$ cat config.mk
export PLATFORM = sky130hd
export DESIGN_NAME = led_fader
export DESIGN_NICKNAME = d
export VERILOG_FILES = /design/src/rtl/led_fader.sv
export SDC_FILE = /design/constraint.sdc
export NUM_CORES = 1
export LEC_CHECK = 0
export BUFFER_PORTS_ARGS = -buffer_cell sky130_fd_sc_hd__clkbuf_2
export CAP_MARGIN = 0
export CORE_ASPECT_RATIO = 0.6
export CORE_MARGIN = 1
export CORE_UTILIZATION = 58
export CTS_CLUSTER_SIZE = 30
export DETAILED_ROUTE_END_ITERATION = 6
export GPL_ROUTABILITY_DRIVEN = 0
export PLACE_DENSITY = 0.75
export SYNTH_ARGS = -nofsm -noshare
export SYNTH_HDL_FRONTEND = slang
export SYNTH_SLANG_ARGS = --single-unit
$ cat constraint.sdc
create_clock -name CLK -period 2.2 [get_ports CLK]
set_input_delay 0.44 -clock CLK [delete_from_list [all_inputs] [get_ports CLK]]
set_output_delay 0.44 -clock CLK [all_outputs]
set_load 0.01 [all_outputs]
$ cat src/rtl/led_fader.sv
`default_nettype none
// +--------------------------------------------------------------------------+
// | led_fader : per-channel PWM brightness stage with stepped afterglow fade  |
// | Option    : LED_FADER_GAMMA_EN squares the shadow duty for the compare    |
// | Revision  : 1.0 - initial release                                         |
// +--------------------------------------------------------------------------+
module led_fader #(
    parameter int CHANNELS     = 4,
    parameter int WIDTH        = 8,
    parameter int PWM_PRESCALE = 46,
    parameter int DECAY        = 24
) (
    input  logic                CLK,
    input  logic                RST,
    input  logic                STEP,
    input  logic [CHANNELS-1:0] PATTERN,
    output logic [CHANNELS-1:0] LED,
    output logic                FRAME
);

    localparam int                 C_PRE_W   = (PWM_PRESCALE > 0) ? $clog2(PWM_PRESCALE + 1) : 1;
    localparam logic [C_PRE_W-1:0] C_PRE_MAX = C_PRE_W'(PWM_PRESCALE);
    localparam logic [WIDTH-1:0]   C_FULL    = '1;
    // One extra bit so the subtraction borrow flags underflow; oversized DECAY clamps to a full drain.
    localparam logic [WIDTH:0]     C_DECAY   = (DECAY >= (1 << WIDTH)) ? {1'b1, {WIDTH{1'b0}}}
                                                                       : (WIDTH + 1)'(DECAY);

    logic [C_PRE_W-1:0] pre_q;
    logic [C_PRE_W-1:0] pre_d;
    logic [WIDTH-1:0]   pwm_cnt_q;
    logic [WIDTH-1:0]   pwm_cnt_d;
    logic               frame_q;
    logic               w_terminal;
    logic               w_boundary;

    always_comb begin
        w_terminal = (pre_q == C_PRE_MAX);
        w_boundary = w_terminal && (pwm_cnt_q == C_FULL);
        pre_d      = w_terminal ? '0 : pre_q + 1'b1;
        pwm_cnt_d  = w_terminal ? pwm_cnt_q + 1'b1 : pwm_cnt_q;
    end

    always_ff @(posedge CLK) begin
        if (RST) begin
            pre_q     <= '0;
            pwm_cnt_q <= '0;
            frame_q   <= 1'b0;
        end else begin
            pre_q     <= pre_d;
            pwm_cnt_q <= pwm_cnt_d;
            frame_q   <= w_boundary;
        end
    end

    assign FRAME = frame_q;

    for (genvar i = 0; i < CHANNELS; i++) begin : g_ch
        logic [WIDTH-1:0] lvl_q;
        logic [WIDTH-1:0] lvl_d;
        logic [WIDTH-1:0] duty_q;
        logic [WIDTH-1:0] w_cmp;
        logic [WIDTH:0]   w_diff;
        logic             led_q;

        // A lit pattern bit wins over a simultaneous fade strobe.
        always_comb begin
            w_diff = {1'b0, lvl_q} - C_DECAY;
            if (PATTERN[i]) begin
                lvl_d = C_FULL;
            end else if (STEP) begin
                lvl_d = w_diff[WIDTH] ? '0 : w_diff[WIDTH-1:0];
            end else begin
                lvl_d = lvl_q;
            end
        end

        always_ff @(posedge CLK) begin
            if (RST) begin
                lvl_q  <= '0;
                duty_q <= '0;
                led_q  <= 1'b0;
            end else begin
                lvl_q <= lvl_d;
                if (w_boundary) begin
                    duty_q <= lvl_q;
                end
                led_q <= (pwm_cnt_q < w_cmp) || (duty_q == C_FULL);
            end
        end

`ifdef LED_FADER_GAMMA_EN
        logic [WIDTH-1:0] cmp_q;

        // Squared at shadow-load time so the compare path stays a single register deep.
        always_ff @(posedge CLK) begin
            if (RST) begin
                cmp_q <= '0;
            end else if (w_boundary) begin
                cmp_q <= WIDTH'(((2 * WIDTH)'(lvl_q) * (2 * WIDTH)'(lvl_q)) >> WIDTH);
            end
        end

        assign w_cmp = cmp_q;
`else
        assign w_cmp = duty_q;
`endif

        assign LED[i] = led_q;
    end

endmodule
`default_nettype wire
==> flow_summary_export.csv, run 1 <==
group,metric,value,unit
run_status,outcome,"completed",
detailed_routing,drt_iter0_drc,241,
detailed_routing,ant_nets,0,
cells_and_area,drive_gt1_frac,0.0807,
synth,syn_area_per_cell,8.23,µm²
cells_and_area,final_common_cell,"dfxtp_1",
critical_path,critPathKind,"reg2reg",
die,io_pins,12,
power_and_ir_drop,power.density,688,mW/mm²
die,initial_core_util,0.621,
detailed_routing,drt_wl_total,7.86,mm
critical_path,crit_end,"g_ch[1].duty_q[3]",
critical_path,r2r_cells,5,
sta,fin_crit_sh,0.784,
critical_path,r2r-start,"pwm_cnt_q[1]",
critical_path,path_max_fanout,24,
sta,min_period,1720,ps
cts,cts_max_level,3,
detailed_routing,vias,3111,
grt,grt_first_pass_wirelength,13.8,mm
sta,rsz0062_at_grt,"no",
synth,synth_ff_type,"dfxtp_1",
critical_path,critPathTopFamily,"flip-flops",
sta,setup_viol,0,
die,rows,21,
synth,synth_seq_cells,67,
detailed_routing,via_per_inst,5.91,
synth,yosys_warnings,0,
grt,grt_max_degree,41,
synth,synthArstFlopShare,0,
cells_and_area,insertedDiodeCount,0,
place,placed_cells,510,
sta,fin_skew,10.5,ps
grt,gr-total-overflow,0,
critical_path,start_kind,"register",
power_and_ir_drop,peakVddDrop,0.000330,V
hold_path,hold_depth,3,
synth,syn_area,0.00357,mm²
cells_and_area,stdcell_count,526,
cells_and_area,final_util,0.677,
cells_and_area,syn2layout_area_growth,9.07,%
place,place_hpwl,5.57,mm
cts,clk_path_buf_depth,2,
critical_path,worstReg2RegEnd,"g_ch[1].duty_q[3]",
sta,fmax,580,MHz
sta,maxSlewViolCount,0,
grt,first_global_vias,2891,
cts,clock_sinks,67,
grt,antenna_found_initial,0,
critical_path,crit_required,2470,ps
die,fp.dieW,103,µm
cts,cts_resized,0,
critical_path,path_buf_inv,1,
critical_path,crit_cells,5,
critical_path,path_cells,"ha_1, and4_1, buf_4, nand3_1, a21oi_1",
critical_path,cp_slowest_cell,"dfxtp_1",
sta,hold_violations,0,
critical_path,critPathCaptureType,"register",
detailed_routing,wl_per_cell,14.9,µm
cts,cts_root_buf,"clkbuf_8",
sta,tightest_slew,727,ps
power_and_ir_drop,p_total,2.68,mW
critical_path,critPathArrivalTime,1990,ps
cts,hold_buffers,0,
hold_path,hold_class,"in2reg",
cells_and_area,fin_nets,483,
die,dieArea,0.00649,mm²
place,portBuffers,11,
power_and_ir_drop,leakagePower,1.51,nW
synth,netlist_instances,434,
die,coreArea,0.00575,mm²
synth,netlist-cell-type-count,35,
critical_path,worstSetupStartpoint,"pwm_cnt_q[1]",
die,die_h,62.8,µm
sta,slew_headroom,0.514,
critical_path,critical-path-max-stage-delay,540,ps
critical_path,r2r_slack,480,ps
cts,cts_buffers,9,
cts,path_clk_slew,80,ps
sta,hold_ws,381,ps
detailed_routing,drc,0,
synth,ys_seq_area_frac,0.375,
synth,synth-edff-count,0,
cts,cts_tree,"done",
cts,clock_latency,350,ps
cts,post_cts_buffers,0,
grt,track_usage,0.275,
hold_path,hp-start,"PATTERN[2]",
synth,syn_nets,476,
sta,fin_tns_setup,0,ps
cells_and_area,layout_common_cells,"67 x dfxtp_1, 54 x a21oi_1, 37 x nor2_1",
detailed_routing,drt_first_pass_iters,4,
job,cap_violations,0,
[power by group]
| group | internal (mW) | total (mW) | leakage, nW | switching (mW) |
|---|---|---|---|---|
| logic | 0.0798 | 0.181 | 0.847 | 0.101 |
| registers | 1.26 | 1.31 | 0.548 | 0.0565 |
| clock network | 0.699 | 1.19 | 0.113 | 0.490 |
| total | 2.03 | 2.68 | 1.51 | 0.648 |
[registers in the layout, indices dropped and copies added (netlist names)]
| register | cells |
|---|---|
| g_ch.led_q | 4 |
| pre_q | 6 |
| FRAME | 1 |
| pwm_cnt_q | 8 |
| g_ch.duty_q | 24 |
| g_ch.lvl_q | 24 |
[kinds of logic after synthesis]
| logic type | after synthesis | synth area share |
|---|---|---|
| xor+xnor | 12 | 0.0294 |
| compound gates | 115 | 0.179 |
| fa+ha+maj | 35 | 0.123 |
| mux | 3 | 0.00840 |
| buf+inv | 56 | 0.0735 |
| flops | 67 | 0.375 |
| simple gates | 146 | 0.212 |
[cell usage after synthesis (all sizes together) (2+ instances only)]
| cell | instances | area, µm² |
|---|---|---|
| and3 | 3 | 18.8 |
| a211o | 4 | 35.0 |
| nor2b | 3 | 18.8 |
| nand2 | 14 | 52.6 |
| o22ai | 4 | 25.0 |
| and4 | 2 | 17.5 |
| buf | 16 | 113 |
| clkbuf | 9 | 33.8 |
| xnor2 | 10 | 87.6 |
| dfxtp | 67 | 1340 |
| nand4 | 8 | 50.1 |
| nor3 | 14 | 70.1 |
| or3 | 10 | 62.6 |
| nand2b | 9 | 56.3 |
| mux2i | 3 | 30.0 |
| inv | 31 | 116 |
| a21oi | 54 | 270 |
| nand4b | 4 | 35.0 |
| nand3 | 32 | 160 |
| a31oi | 5 | 31.3 |
| a211oi | 10 | 75.1 |
| xor2 | 2 | 17.5 |
| nand3b | 4 | 30.0 |
| nor2 | 37 | 139 |
| or4 | 5 | 37.5 |
| ha | 35 | 438 |
| o21ai | 35 | 175 |
[layer usage]
| layer | wire length [µm] | track usage |
|---|---|---|
| met3 | 388 | 0.0638 |
| met4 | 74 | 0.0827 |
| met2 | 3370 | 0.407 |
| met1 | 4020 | 0.395 |
| met5 | 0 | 0 |
[tightest hold or removal path, delay by kind of cell]
kind / cells / cell delay (ps)
AOI/OAI and AO/OA: 1 / 50
buffers and inverters: 2 / 190
[cell type report]
type,count,area (µm²)
multi-input combinational,311,1970
tap,80,100
clock inverter,4,72.6
fill,498,1860
clock buffer,12,155
sequential,67,1340
inverter,31,116
timing repair buffer,21,143
[how the worst min path moves through the flow]
| stage | end | slack, ps |
|---|---|---|
| 6_report | g_ch[2].lvl_q[6] | 380 |
| 4_1_cts | g_ch[2].lvl_q[6] | 370 |
| 2_1_floorplan | pre_q[0] | 430 |
| 5_1_grt | g_ch[2].lvl_q[5] | 400 |
| 3_3_place_gp | pre_q[0] | 450 |
| 3_5_place_dp | g_ch[3].duty_q[4] | 470 |
[through the flow]
step | area, µm² | worst slack [ps]
final | 3900 | 476
after global routing | 3900 | 388
after CTS | 3900 | 505
after detailed placement | 3670 | 379
after global placement | 3670 | 455
after floorplan | 3570 | 733
Power figures use the tool's default switching activity.
==> inputs of run 2 (changes only) <==
clock period = 1.6 ns   (was 2.2 ns; I/O delays follow)
==> run 2 against run 1 <==
Total power is 42% higher. Die area stayed put. Global-route usage is 1.3 points higher. Count of clock-buffer cells in the layout is 3 lower. Clock power is 45% higher. Wire length is 8.9% higher. Via count is 5.9% higher. Non-clock buffer count is 18 higher. Clock skew is 0.69 ps higher. Sequential power is 37% higher. Critical endpoint is now g_ch[0].duty_q[6].
==> flow_summary_export.csv, run 2 (synthesis results as in run 1) <==
group,metric,value,unit
run_status,outcome,"completed",
job,cap_violations,0,
critical_path,path_buf_inv,1,
hold_path,hp-start,"PATTERN[2]",
sta,min_period,1570,ps
cells_and_area,fillers,462,
detailed_routing,drt_first_pass_iters,5,
critical_path,worstSetupStartpoint,"pre_q[1]",
critical_path,r2r-start,"pre_q[1]",
place,placed_cells,527,
cells_and_area,stdcell_count,544,
detailed_routing,drt_wl_total,8.55,mm
sta,slew_headroom,0.688,
cells_and_area,drive_gt1_frac,0.147,
hold_path,hold_depth,3,
grt,gr-total-overflow,0,
sta,finalWorstSetupSlack,31.2,ps
sta,fin_skew,11.2,ps
detailed_routing,wl_per_cell,15.7,µm
die,io_pins,12,
cts,clock_latency,360,ps
die,coreArea,0.00575,mm²
grt,antenna_found_initial,0,
place,portBuffers,11,
place,dpl_cell_area,0.00381,mm²
hold_path,hold_class,"in2reg",
detailed_routing,vias,3295,
power_and_ir_drop,leakagePower,1.61,nW
sta,fmax,637,MHz
sta,setup_viol,0,
cells_and_area,insertedDiodeCount,0,
cts,post_cts_buffers,0,
critical_path,crit_cells,6,
sta,rsz0062_at_grt,"yes",
detailed_routing,drt_iter0_drc,195,
critical_path,path_cells,"ha_2, and4_4, and4_4, clkbuf_16, nand3_1, a21oi_1",
cts,hold_buffers,0,
detailed_routing,via_per_inst,6.06,
cts,cts_tree,"done",
die,rows,21,
cts,cts_root_buf,"clkbuf_8",
power_and_ir_drop,p_total,3.82,mW
detailed_routing,ant_nets,0,
grt,first_global_vias,3102,
cells_and_area,post-route-cell-area,0.00411,mm²
critical_path,crit_top_cell,"and4_4",
critical_path,critPathKind,"reg2reg",
cells_and_area,reg.largest.list,"g_ch.duty_q (24), g_ch.lvl_q (24), pwm_cnt_q (8)",
cts,path_clk_slew,80,ps
power_and_ir_drop,power.density,929,mW/mm²
sta,fin_crit_sh,0.980,
sta,hold_violations,0,
cells_and_area,layout_common_cells,"62 x dfxtp_1, 52 x a21oi_1, 37 x nor2_1",
cts,cts_max_level,3,
critical_path,start_kind,"register",
die,initial_core_util,0.621,
die,die_h,62.8,µm
critical_path,r2r_cells,6,
detailed_routing,drc,0,
critical_path,critPathTopFamily,"simple AND/OR/NAND/NOR gates",
cells_and_area,final_common_cell,"dfxtp_1",
critical_path,cp_slowest_cell,"dfxtp_1",
critical_path,critPathArrivalTime,1850,ps
critical_path,crit_required,1880,ps
grt,grt_first_pass_wirelength,14.4,mm
grt,grt_max_degree,25,
cts,cts_buffers,9,
sta,tightest_slew,467,ps
die,dieArea,0.00649,mm²
place,place_hpwl,5.92,mm
critical_path,path_max_fanout,12,
cells_and_area,syn2layout_area_growth,15.1,%
cts,clock_sinks,67,
grt,track_usage,0.288,
critical_path,critPathCaptureType,"register",
die,fp.dieW,103,µm
sta,maxSlewViolCount,0,
place,dp_slack,-30.2,ps
critical_path,critical-path-max-stage-delay,370,ps
power_and_ir_drop,peakVddDrop,0.000625,V
cts,clk_path_buf_depth,2,
cells_and_area,fin_nets,501,
-- run 2: worst reg2reg max path: cells and delay by family (launching register included) --
kind,cells,cell delay (ps)
buf+inv,1,170
flops,1,370
fa+ha+maj,1,210
compound gates,1,170
simple gates,3,580
-- run 2: stage by stage --
stage	util	setup TNS, ps	hold slack [ps]
2_1_floorplan	-	0	430
3_3_place_gp	0.662	0	461
3_5_place_dp	0.662	-53.7	465
4_1_cts	0.705	0	236
5_1_grt	0.715	-151	274
6_report	0.715	0	245
-- run 2: path summary, 6_finish.rpt --
path	endpoint	slack [ps]
hold / removal	g_ch[2].lvl_q[6]	240
setup / recovery	g_ch[0].duty_q[6]	30
setup reg to reg	g_ch[0].duty_q[6]	30
hold reg to reg	g_ch[2].duty_q[2]	470
-- run 2: layout make-up --
cell class / instances / area (µm²) / share of cell area
multi-input cells: 311 / 2000 / 0.486
repair buffers: 39 / 308 / 0.0749
flip-flops and latches: 67 / 1350 / 0.328
clock buffers: 9 / 124 / 0.0301
clock inverters: 7 / 116 / 0.0283
well taps: 80 / 100 / 0.0243
inverters: 31 / 116 / 0.0283
-- run 2: power by group --
group / switching, mW / leakage, nW / internal, mW
Clock: 0.689 / 0.119 / 1.03
Sequential: 0.0648 / 0.550 / 1.73
Combinational: 0.171 / 0.943 / 0.139
Total: 0.926 / 1.61 / 2.90
-- run 2: what timing repair did --
action | CTS | global route
endpoints found under the setup margin | 1 | 25
gates resized for setup | 1 | 19
cloned | 0 | 1
-- run 2: metal layers --
layer	track usage	wire, µm
met5	0	0
met2	0.435	3850
met3	0.0682	576
met1	0.402	4020
met4	0.0968	110
